==> config.mk <==
export PLATFORM = sky130hd
export DESIGN_NAME = id_ex_stage_flat
export DESIGN_NICKNAME = d
export VERILOG_FILES = /design/src/rtl/id_ex_stage_if.sv /design/src/rtl/id_ex_stage.sv /design/src/flat_wrapper.sv
export SDC_FILE = /design/constraint.sdc
export NUM_CORES = 1
export LEC_CHECK = 0
export ABC_AREA = 1
export CORE_AREA = 2 2 136 138
export DETAILED_ROUTE_END_ITERATION = 10
export DIE_AREA = 0 0 138 140
export GPL_TIMING_DRIVEN = 0
export PLACE_DENSITY = 0.79
export SLEW_MARGIN = 20
export SYNTH_ARGS = -nofsm -noshare
export SYNTH_HDL_FRONTEND = slang
export SYNTH_SLANG_ARGS = --single-unit
==> constraint.sdc <==
create_clock -name clk -period 2.5 [get_ports clk]
set_input_delay 0.375 -clock clk [delete_from_list [all_inputs] [get_ports clk]]
set_output_delay 0.375 -clock clk [all_outputs]
set_load 0.01 [all_outputs]
==> src/rtl/id_ex_stage_if.sv <==
// ID/EX pipeline boundary bundle: decode-side inputs, writeback port,
// flush/stall controls, registered EX-side fields and the hazard outputs.
interface id_ex_stage_if;
  logic        id_valid;
  logic [31:0] id_pc;
  logic [4:0]  id_rs1;
  logic [4:0]  id_rs2;
  logic [4:0]  id_rd;
  logic        id_usesRs1;
  logic        id_usesRs2;
  logic [31:0] id_rs1Data;
  logic [31:0] id_rs2Data;
  logic [31:0] id_imm;
  logic        id_regWrite;
  logic        id_memRead;
  logic        id_memWrite;
  logic [3:0]  id_aluOp;

  logic        wbRw;
  logic [4:0]  wbRd;
  logic [31:0] wbData;

  logic        flush;
  logic        exMemStall;

  logic        ex_valid;
  logic        ex_regWrite;
  logic        ex_memRead;
  logic        ex_memWrite;
  logic [31:0] ex_pc;
  logic [31:0] ex_rs1Data;
  logic [31:0] ex_rs2Data;
  logic [31:0] ex_imm;
  logic [4:0]  ex_rs1;
  logic [4:0]  ex_rs2;
  logic [4:0]  ex_rd;
  logic [3:0]  ex_aluOp;

  logic        holdIfId;
  logic        loadUseHazard;

  modport master (
    output id_valid, id_pc, id_rs1, id_rs2, id_rd, id_usesRs1, id_usesRs2,
           id_rs1Data, id_rs2Data, id_imm, id_regWrite, id_memRead,
           id_memWrite, id_aluOp, wbRw, wbRd, wbData, flush, exMemStall,
    input  ex_valid, ex_regWrite, ex_memRead, ex_memWrite, ex_pc,
           ex_rs1Data, ex_rs2Data, ex_imm, ex_rs1, ex_rs2, ex_rd, ex_aluOp,
           holdIfId, loadUseHazard
  );

  modport slave (
    input  id_valid, id_pc, id_rs1, id_rs2, id_rd, id_usesRs1, id_usesRs2,
           id_rs1Data, id_rs2Data, id_imm, id_regWrite, id_memRead,
           id_memWrite, id_aluOp, wbRw, wbRd, wbData, flush, exMemStall,
    output ex_valid, ex_regWrite, ex_memRead, ex_memWrite, ex_pc,
           ex_rs1Data, ex_rs2Data, ex_imm, ex_rs1, ex_rs2, ex_rd, ex_aluOp,
           holdIfId, loadUseHazard
  );
endinterface

==> src/rtl/id_ex_stage.sv <==
// ID/EX pipeline register with flush, downstream stall, writeback bypass
// and optional load-use interlock.
// Optional feature macro: LOAD_USE_STALL_EN (defined -> load-use detection
// inserts bubbles; undefined -> no interlock, software schedules the gap).
module id_ex_stage (
  input logic          clk,
  input logic          rst,
  id_ex_stage_if.slave bus
);

  logic        valid_q, valid_d;
  logic        reg_write_q, reg_write_d;
  logic        mem_read_q, mem_read_d;
  logic        mem_write_q, mem_write_d;
  logic [3:0]  alu_op_q, alu_op_d;
  logic [31:0] pc_q, pc_d;
  logic [4:0]  rs1_q, rs1_d;
  logic [4:0]  rs2_q, rs2_d;
  logic [4:0]  rd_q, rd_d;
  logic [31:0] rs1_data_q, rs1_data_d;
  logic [31:0] rs2_data_q, rs2_data_d;
  logic [31:0] imm_q, imm_d;

  logic load_use;
  logic byp_rs1;
  logic byp_rs2;

`ifdef LOAD_USE_STALL_EN
  logic hazard;

  // Load in EX whose destination is read by the instruction in ID; x0 never matches.
  always_comb begin
    hazard = valid_q & mem_read_q & (rd_q != 5'd0) & bus.id_valid &
             ((bus.id_usesRs1 & (bus.id_rs1 == rd_q)) |
              (bus.id_usesRs2 & (bus.id_rs2 == rd_q)));
  end

  assign load_use = hazard & ~bus.flush;
`else
  // Source-use flags only feed the interlock, which is compiled out here.
  logic unused_uses;
  assign unused_uses = &{1'b0, bus.id_usesRs1, bus.id_usesRs2};
  assign load_use    = 1'b0;
`endif

  assign bus.loadUseHazard = load_use;
  assign bus.holdIfId      = (load_use | bus.exMemStall) & ~bus.flush;

  // Writeback in the same cycle as the register-file read wins over stale read data.
  assign byp_rs1 = bus.wbRw & (bus.wbRd != 5'd0) & (bus.wbRd == bus.id_rs1);
  assign byp_rs2 = bus.wbRw & (bus.wbRd != 5'd0) & (bus.wbRd == bus.id_rs2);

  // Next-state select: flush > stall > bubble > load; datapath held when not loading.
  always_comb begin
    valid_d     = valid_q;
    reg_write_d = reg_write_q;
    mem_read_d  = mem_read_q;
    mem_write_d = mem_write_q;
    alu_op_d    = alu_op_q;
    pc_d        = pc_q;
    rs1_d       = rs1_q;
    rs2_d       = rs2_q;
    rd_d        = rd_q;
    rs1_data_d  = rs1_data_q;
    rs2_data_d  = rs2_data_q;
    imm_d       = imm_q;
    if (bus.flush) begin
      valid_d     = 1'b0;
      reg_write_d = 1'b0;
      mem_read_d  = 1'b0;
      mem_write_d = 1'b0;
    end else if (!bus.exMemStall) begin
      if (load_use) begin
        valid_d     = 1'b0;
        reg_write_d = 1'b0;
        mem_read_d  = 1'b0;
        mem_write_d = 1'b0;
      end else begin
        valid_d     = bus.id_valid;
        reg_write_d = bus.id_regWrite & bus.id_valid;
        mem_read_d  = bus.id_memRead & bus.id_valid;
        mem_write_d = bus.id_memWrite & bus.id_valid;
        alu_op_d    = bus.id_aluOp;
        pc_d        = bus.id_pc;
        rs1_d       = bus.id_rs1;
        rs2_d       = bus.id_rs2;
        rd_d        = bus.id_rd;
        rs1_data_d  = byp_rs1 ? bus.wbData : bus.id_rs1Data;
        rs2_data_d  = byp_rs2 ? bus.wbData : bus.id_rs2Data;
        imm_d       = bus.id_imm;
      end
    end
  end

  // Pipeline register; synchronous reset overrides flush and stall.
  always_ff @(posedge clk) begin
    if (rst) begin
      valid_q     <= 1'b0;
      reg_write_q <= 1'b0;
      mem_read_q  <= 1'b0;
      mem_write_q <= 1'b0;
      alu_op_q    <= 4'd0;
      pc_q        <= 32'd0;
      rs1_q       <= 5'd0;
      rs2_q       <= 5'd0;
      rd_q        <= 5'd0;
      rs1_data_q  <= 32'd0;
      rs2_data_q  <= 32'd0;
      imm_q       <= 32'd0;
    end else begin
      valid_q     <= valid_d;
      reg_write_q <= reg_write_d;
      mem_read_q  <= mem_read_d;
      mem_write_q <= mem_write_d;
      alu_op_q    <= alu_op_d;
      pc_q        <= pc_d;
      rs1_q       <= rs1_d;
      rs2_q       <= rs2_d;
      rd_q        <= rd_d;
      rs1_data_q  <= rs1_data_d;
      rs2_data_q  <= rs2_data_d;
      imm_q       <= imm_d;
    end
  end

  assign bus.ex_valid    = valid_q;
  assign bus.ex_regWrite = reg_write_q;
  assign bus.ex_memRead  = mem_read_q;
  assign bus.ex_memWrite = mem_write_q;
  assign bus.ex_aluOp    = alu_op_q;
  assign bus.ex_pc       = pc_q;
  assign bus.ex_rs1      = rs1_q;
  assign bus.ex_rs2      = rs2_q;
  assign bus.ex_rd       = rd_q;
  assign bus.ex_rs1Data  = rs1_data_q;
  assign bus.ex_rs2Data  = rs2_data_q;
  assign bus.ex_imm      = imm_q;

endmodule

==> src/flat_wrapper.sv <==
// flat-port wrapper written by rule: the top's interface ports become plain ports
module id_ex_stage_flat 
  (clk, rst, bus_id_valid, bus_id_pc, bus_id_rs1, bus_id_rs2, bus_id_rd, bus_id_usesRs1, bus_id_usesRs2, bus_id_rs1Data, bus_id_rs2Data, bus_id_imm, bus_id_regWrite, bus_id_memRead, bus_id_memWrite, bus_id_aluOp, bus_wbRw, bus_wbRd, bus_wbData, bus_flush, bus_exMemStall, bus_ex_valid, bus_ex_regWrite, bus_ex_memRead, bus_ex_memWrite, bus_ex_pc, bus_ex_rs1Data, bus_ex_rs2Data, bus_ex_imm, bus_ex_rs1, bus_ex_rs2, bus_ex_rd, bus_ex_aluOp, bus_holdIfId, bus_loadUseHazard);
  id_ex_stage_if bus_i ();
  input logic clk;
  input logic rst;
  input wire logic [$bits(bus_i.id_valid)-1:0] bus_id_valid;
  input wire logic [$bits(bus_i.id_pc)-1:0] bus_id_pc;
  input wire logic [$bits(bus_i.id_rs1)-1:0] bus_id_rs1;
  input wire logic [$bits(bus_i.id_rs2)-1:0] bus_id_rs2;
  input wire logic [$bits(bus_i.id_rd)-1:0] bus_id_rd;
  input wire logic [$bits(bus_i.id_usesRs1)-1:0] bus_id_usesRs1;
  input wire logic [$bits(bus_i.id_usesRs2)-1:0] bus_id_usesRs2;
  input wire logic [$bits(bus_i.id_rs1Data)-1:0] bus_id_rs1Data;
  input wire logic [$bits(bus_i.id_rs2Data)-1:0] bus_id_rs2Data;
  input wire logic [$bits(bus_i.id_imm)-1:0] bus_id_imm;
  input wire logic [$bits(bus_i.id_regWrite)-1:0] bus_id_regWrite;
  input wire logic [$bits(bus_i.id_memRead)-1:0] bus_id_memRead;
  input wire logic [$bits(bus_i.id_memWrite)-1:0] bus_id_memWrite;
  input wire logic [$bits(bus_i.id_aluOp)-1:0] bus_id_aluOp;
  input wire logic [$bits(bus_i.wbRw)-1:0] bus_wbRw;
  input wire logic [$bits(bus_i.wbRd)-1:0] bus_wbRd;
  input wire logic [$bits(bus_i.wbData)-1:0] bus_wbData;
  input wire logic [$bits(bus_i.flush)-1:0] bus_flush;
  input wire logic [$bits(bus_i.exMemStall)-1:0] bus_exMemStall;
  output wire logic [$bits(bus_i.ex_valid)-1:0] bus_ex_valid;
  output wire logic [$bits(bus_i.ex_regWrite)-1:0] bus_ex_regWrite;
  output wire logic [$bits(bus_i.ex_memRead)-1:0] bus_ex_memRead;
  output wire logic [$bits(bus_i.ex_memWrite)-1:0] bus_ex_memWrite;
  output wire logic [$bits(bus_i.ex_pc)-1:0] bus_ex_pc;
  output wire logic [$bits(bus_i.ex_rs1Data)-1:0] bus_ex_rs1Data;
  output wire logic [$bits(bus_i.ex_rs2Data)-1:0] bus_ex_rs2Data;
  output wire logic [$bits(bus_i.ex_imm)-1:0] bus_ex_imm;
  output wire logic [$bits(bus_i.ex_rs1)-1:0] bus_ex_rs1;
  output wire logic [$bits(bus_i.ex_rs2)-1:0] bus_ex_rs2;
  output wire logic [$bits(bus_i.ex_rd)-1:0] bus_ex_rd;
  output wire logic [$bits(bus_i.ex_aluOp)-1:0] bus_ex_aluOp;
  output wire logic [$bits(bus_i.holdIfId)-1:0] bus_holdIfId;
  output wire logic [$bits(bus_i.loadUseHazard)-1:0] bus_loadUseHazard;
  assign bus_i.id_valid = bus_id_valid;
  assign bus_i.id_pc = bus_id_pc;
  assign bus_i.id_rs1 = bus_id_rs1;
  assign bus_i.id_rs2 = bus_id_rs2;
  assign bus_i.id_rd = bus_id_rd;
  assign bus_i.id_usesRs1 = bus_id_usesRs1;
  assign bus_i.id_usesRs2 = bus_id_usesRs2;
  assign bus_i.id_rs1Data = bus_id_rs1Data;
  assign bus_i.id_rs2Data = bus_id_rs2Data;
  assign bus_i.id_imm = bus_id_imm;
  assign bus_i.id_regWrite = bus_id_regWrite;
  assign bus_i.id_memRead = bus_id_memRead;
  assign bus_i.id_memWrite = bus_id_memWrite;
  assign bus_i.id_aluOp = bus_id_aluOp;
  assign bus_i.wbRw = bus_wbRw;
  assign bus_i.wbRd = bus_wbRd;
  assign bus_i.wbData = bus_wbData;
  assign bus_i.flush = bus_flush;
  assign bus_i.exMemStall = bus_exMemStall;
  assign bus_ex_valid = bus_i.ex_valid;
  assign bus_ex_regWrite = bus_i.ex_regWrite;
  assign bus_ex_memRead = bus_i.ex_memRead;
  assign bus_ex_memWrite = bus_i.ex_memWrite;
  assign bus_ex_pc = bus_i.ex_pc;
  assign bus_ex_rs1Data = bus_i.ex_rs1Data;
  assign bus_ex_rs2Data = bus_i.ex_rs2Data;
  assign bus_ex_imm = bus_i.ex_imm;
  assign bus_ex_rs1 = bus_i.ex_rs1;
  assign bus_ex_rs2 = bus_i.ex_rs2;
  assign bus_ex_rd = bus_i.ex_rd;
  assign bus_ex_aluOp = bus_i.ex_aluOp;
  assign bus_holdIfId = bus_i.holdIfId;
  assign bus_loadUseHazard = bus_i.loadUseHazard;
  id_ex_stage u_core (.clk(clk), .rst(rst), .bus(bus_i));
endmodule
# After elaboration in Yosys (flattened, before gate mapping)
# Index checks and enable logic that the tools add are counted.
# W data, S select, Z words.
[word_totals] latch_bits=0 ram_bits=0 n_memories=0 rom_bits=0 elab_cells=28 register_bits=151 output_inout_bits=153 inputBits=195
[op_classes] order_cmp=0 bitwise=9 n_reduce_logical=3 multipliers=0 muxes=2 n_addsub=0 eq_ne=2 shifts=0 div=0
[op_table] cell="$mux W32" count=2
[op_table] cell="$eq A5 B5 Y1" count=2
[op_table] cell="$and A1 B1 Y1" count=7
[op_table] cell="$reduce_bool A5 Y1" count=1
[op_table] cell="$not A1 Y1" count=2
[op_table] cell="$reduce_and A2 Y1" count=1
[op_table] cell="$reduce_or A2 Y1" count=1

# Depth between registers and ports, before layout
[depth] depth_word=4 depth_mapped=11 ltp_nobuf=10

# Worst setup path after synthesis
# Ideal clock, no wire load.
[synth_timing] path_type="input -> register" from="in bus_wbRd[0]" to="reg u_core.rs1_data_q[10], in the netlist u_core.bus.ex_rs1Data[10]" setup_time_ns=0.109 slack_ns=1.155 path_stages=11 path_buffers=3 arrival_time_ns=1.236 required_ns=2.391 path_cell_list="buf_6 -> nor2_1 -> nand3_1 -> nand2_1 -> inv_2 -> buf_6 -> buf_4 -> nand3_1 -> nand3_1 -> nand2_1 -> inv_1"
[synth_via] elab_chain_cells=4 elab_cells_between_ends=5 classes_between="eq/ne (1); mux (1); bitwise (2); reduce/logical (1)"
[synth_rtl] item="from (decl)" line="flat_wrapper.sv:22" text="input wire logic [$bits(bus_i.wbRd)-1:0] bus_wbRd;"
[synth_rtl] item="$reduce_bool A5 Y1" line="id_ex_stage.sv:50" text="assign byp_rs1 = bus.wbRw & (bus.wbRd != 5'd0) & (bus.wbRd == bus.id_rs1);"
[synth_rtl] item="$and A1 B1 Y1" line="id_ex_stage.sv:50"
[synth_rtl] item="$and A1 B1 Y1 (*)" line="id_ex_stage.sv:50"
[synth_rtl] item="$mux W32 (*)" line="id_ex_stage.sv:88" text="rs1_data_d = byp_rs1 ? bus.wbData : bus.id_rs1Data;"
[synth_rtl] item="to (signal assigned)" line="id_ex_stage.sv:120" text="rs1_data_q <= rs1_data_d;"
[synth_rtl] item="to (decl)" line="id_ex_stage.sv:20" text="logic [31:0] rs1_data_q, rs1_data_d;"
# Mark *: on every way between the ends. The rest lies on a longest branch, timed or not.
# A chain may end at the register's enable or synchronous reset.

# Worst setup path after layout
[layout_timing] from="in bus_exMemStall" to="out bus_holdIfId"
[layout_via] elab_chain_cells=1
[layout_rtl] item="from (decl)" line="flat_wrapper.sv:25" text="input wire logic [$bits(bus_i.exMemStall)-1:0] bus_exMemStall;"
[layout_rtl] item="$and A1 B1 Y1" line="id_ex_stage.sv:47" text="assign bus.holdIfId = (load_use | bus.exMemStall) & ~bus.flush;"
[layout_rtl] item="to (decl)" line="flat_wrapper.sv:38" text="output wire logic [$bits(bus_i.holdIfId)-1:0] bus_holdIfId;"
# Every way passes these cells.

==> results.sh <==
export IMPL_skew_ps=0
export IMPL_cts_root_buf="clkbuf_16"
export IMPL_antenna_cells=0
export IMPL_ant_nets=0
export IMPL_report_final_slew_viol_count=0
export IMPL_gpl_final_weighted_congestion=0.934
export IMPL_final_cells=1597
export IMPL_slowest_stage="clkdlybuf4s50_1"
export IMPL_end_kind="output pin"
export IMPL_design_die_area_um2=19300
export IMPL_synth_area_um2=6670
export IMPL_p_int_mw=4.87
export IMPL_crit_type="in -> out"
export IMPL_antenna_found_initial=0
export IMPL_synthArstFlopShare_pct=0
export IMPL_power_switching_mw=1.72
export IMPL_cts_tree="done"
export IMPL_leakagePower_nw=4.99
export IMPL_clk_pin_slew_ps=60
export IMPL_critPathArrivalTime_ps=1800
export IMPL_synth_nets=1188
export IMPL_clockPowerShare_pct=40.7
export IMPL_core_area_um2=17800
export IMPL_final_area_um2=11000
export IMPL_rsz0062_at_grt="no"
export IMPL_yosysWarnings=0
export IMPL_hold_viol_final=0
export IMPL_pwr_share_seq_pct=40.2
export IMPL_rows=49
export IMPL_combPwrFrac_pct=19.1
export IMPL_vdd_ir_drop_worst_mv=0.449
export IMPL_fillerInstances=1608
export IMPL_synth_cells=993
export IMPL_cts_hold_buf=0
export IMPL_synth_edff_count=0
export IMPL_busiest_layer="met2"
export IMPL_htree_levels=4
export IMPL_insertion_delay_ps=430
export IMPL_cts_made_buffers=17
export IMPL_cpMostUsedCell="clkdlybuf4s50_1"
export IMPL_finalCritPeriodShare_pct=86.9
export IMPL_final_seq_area_um2=3020
export IMPL_port_buffers=343
export IMPL_min_path_type="reg -> reg"
export IMPL_layout_common_cells="clkdlybuf4s50_1, nor2_1, nand2_1"
export IMPL_via_count=7568
export IMPL_ys_seq_elements=151
export IMPL_syn_area_per_cell_um2=6.72
export IMPL_dp_cells=1565
export IMPL_wl_per_cell_um=15.4
export IMPL_swShare_pct=26.0
export IMPL_grtUsageTotal_pct=24.9
export IMPL_firstDrtPassIters=5
export IMPL_slew_headroom_pct=55.5
export IMPL_setup_viol=0
export IMPL_drt_initial_drc_count=438
export IMPL_grt_use_met3_pct=10.2
export IMPL_grt_pass1_vias=7462
export IMPL_synthFlopType="dfxtp_1"
export IMPL_fin_nets=1550
export IMPL_power_density_nw_per_um2=599
export IMPL_synth_seq_area_share_pct=45.3
export IMPL_fin_setup_tns_ps=0
export IMPL_grt_pass1_wl_um=38500
export IMPL_multi_input_area_um2=2940
export IMPL_grtUsageMet2_pct=43.7
export IMPL_initial_core_util_pct=37.5
export IMPL_fmax_ghz=0.460
export IMPL_cts_setup_buffers=0
export IMPL_slowest_delay_ps=630
export IMPL_clockBufferDepth=2
export IMPL_routed_wl_um=24500
export IMPL_ys_types=20
export IMPL_via_per_inst=4.74
export IMPL_outcome="complete, no violations"
export IMPL_cap_viol_max_count=0
export IMPL_path_cells="clkdlybuf4s50_1 -> inv_1 -> nor2_1 -> clkdlybuf4s50_1"
export IMPL_drc_errors=0
export IMPL_clock_sinks=151
export IMPL_num_io_pins=348
export IMPL_hpwl_um=18900
export IMPL_final_min_clock_period_ps=2170
export IMPL_dieHeight_um=140
export IMPL_drive_above_1_share_pct=5.77
export IMPL_grtUsageMet1_pct=26.9
export IMPL_place_area_um2=10400
export IMPL_die_w_um=138
export IMPL_crit_fanout=6
export IMPL_worstSetupStartpointType="input port"
export IMPL_final_common_cell="clkdlybuf4s50_1"
export IMPL_tightest_slew_ps=667
export IMPL_grt_remaining_overflow=0
export IMPL_cts_resized=0
export IMPL_grt_max_degree=17
export IMPL_syn_to_final_growth_pct=64.9
export IMPL_worst_ep_required_time_ps=2120
## power by group through the flow
stage / combinational [mW] / sequential [mW] / clock (mW)
floorplan: 0.414 / 2.77 / 0
global placement: 1.25 / 2.69 / 0
detailed placement: 1.25 / 2.70 / 0
CTS: 1.26 / 2.65 / 2.73
global route: 1.37 / 2.67 / 2.84
finish: 1.26 / 2.65 / 2.68
## sequential cells by signal, indices dropped and copies added, names as in the netlist
register	cells
u_core.bus.ex_rs2	5
u_core.bus.ex_memWrite	1
u_core.bus.ex_rs1	5
u_core.bus.ex_valid	1
u_core.bus.ex_imm	32
u_core.bus.ex_pc	32
u_core.bus.ex_aluOp	4
u_core.bus.ex_rd	5
u_core.bus.ex_regWrite	1
u_core.bus.ex_rs1Data	32
u_core.bus.ex_rs2Data	32
u_core.bus.ex_memRead	1
## metrics by stage
step	util [%]	total power, mW	setup WS [ps]	hold WS, ps
detailed placement	58.5	3.95	226	465
floorplan	-	3.18	1160	478
global placement	58.5	3.94	268	452
finish	61.9	6.59	328	474
CTS	61.9	6.64	324	478
global route	61.9	6.88	217	497
## cells in the mapped netlist, types with 3 or more instances
library cell  count  area [um^2]
nand3_1         133          666
clkbuf_1         30          113
buf_6            12          135
buf_4             6         45.0
a21oi_1          16         80.1
nand3_2           3         30.0
nor2_4            3         33.8
o21ai_0          83          415
nor2_1          279         1050
nand2_1         166          623
inv_2             4         15.0
inv_1            81          304
buf_2            18         90.1
dfxtp_1         151         3020
## per-layer routing
| metal | vias to the layer above | share of wire (%) |
|---|---|---|
| met5 | - | 0 |
| met4 | 0 | 2.8 |
| met3 | 45 | 9.6 |
| met2 | 315 | 49 |
| met1 | 3386 | 38 |
| li1 | 3822 | - |
## final cells by class
| class | instances | share of cell area (%) |
|---|---|---|
| plain buffers | 68 | 3.55 |
| clock inverters | 13 | 1.55 |
| repair buffers | 343 | 31.2 |
| flip-flops and latches | 151 | 27.5 |
| multi-input cells | 689 | 26.7 |
| clock buffers | 19 | 4.02 |
| well taps | 229 | 2.60 |
| inverters | 85 | 2.90 |
## final timing paths
kind | depth (start not counted) | from | to | slack, ps
setup / recovery | 4 | bus_exMemStall | bus_holdIfId | 330
hold / removal | 2 | u_core.bus.ex_memRead$_SDFFE_PP0N_ | u_core.bus.ex_memRead$_SDFFE_PP0N_ | 470
setup reg to reg | 4 | u_core.bus.ex_rs1Data[0]$_SDFFE_PP0P_ | u_core.bus.ex_rs1Data[0]$_SDFFE_PP0P_ | 1760
hold reg to reg | 2 | u_core.bus.ex_memRead$_SDFFE_PP0N_ | u_core.bus.ex_memRead$_SDFFE_PP0N_ | 470
## logic make-up after synthesis
| family | Yosys count | share of synthesized area (%) |
|---|---|---|
| buffers and inverters | 153 | 10.6 |
| xor gates and xnor gates | 2 | 0.263 |
| and+or+nand+nor | 587 | 36.3 |
| other | 1 | 0.0562 |
| DFF | 151 | 45.3 |
| AOI/OAI and AO/OA | 99 | 7.42 |
## worst max-delay path: cells and delay by family
kind,cells,cell delay (ps)
and+or+nand+nor,1,100
buffers and inverters,3,1330
Note: power is estimated with default switching activity, not from simulation.
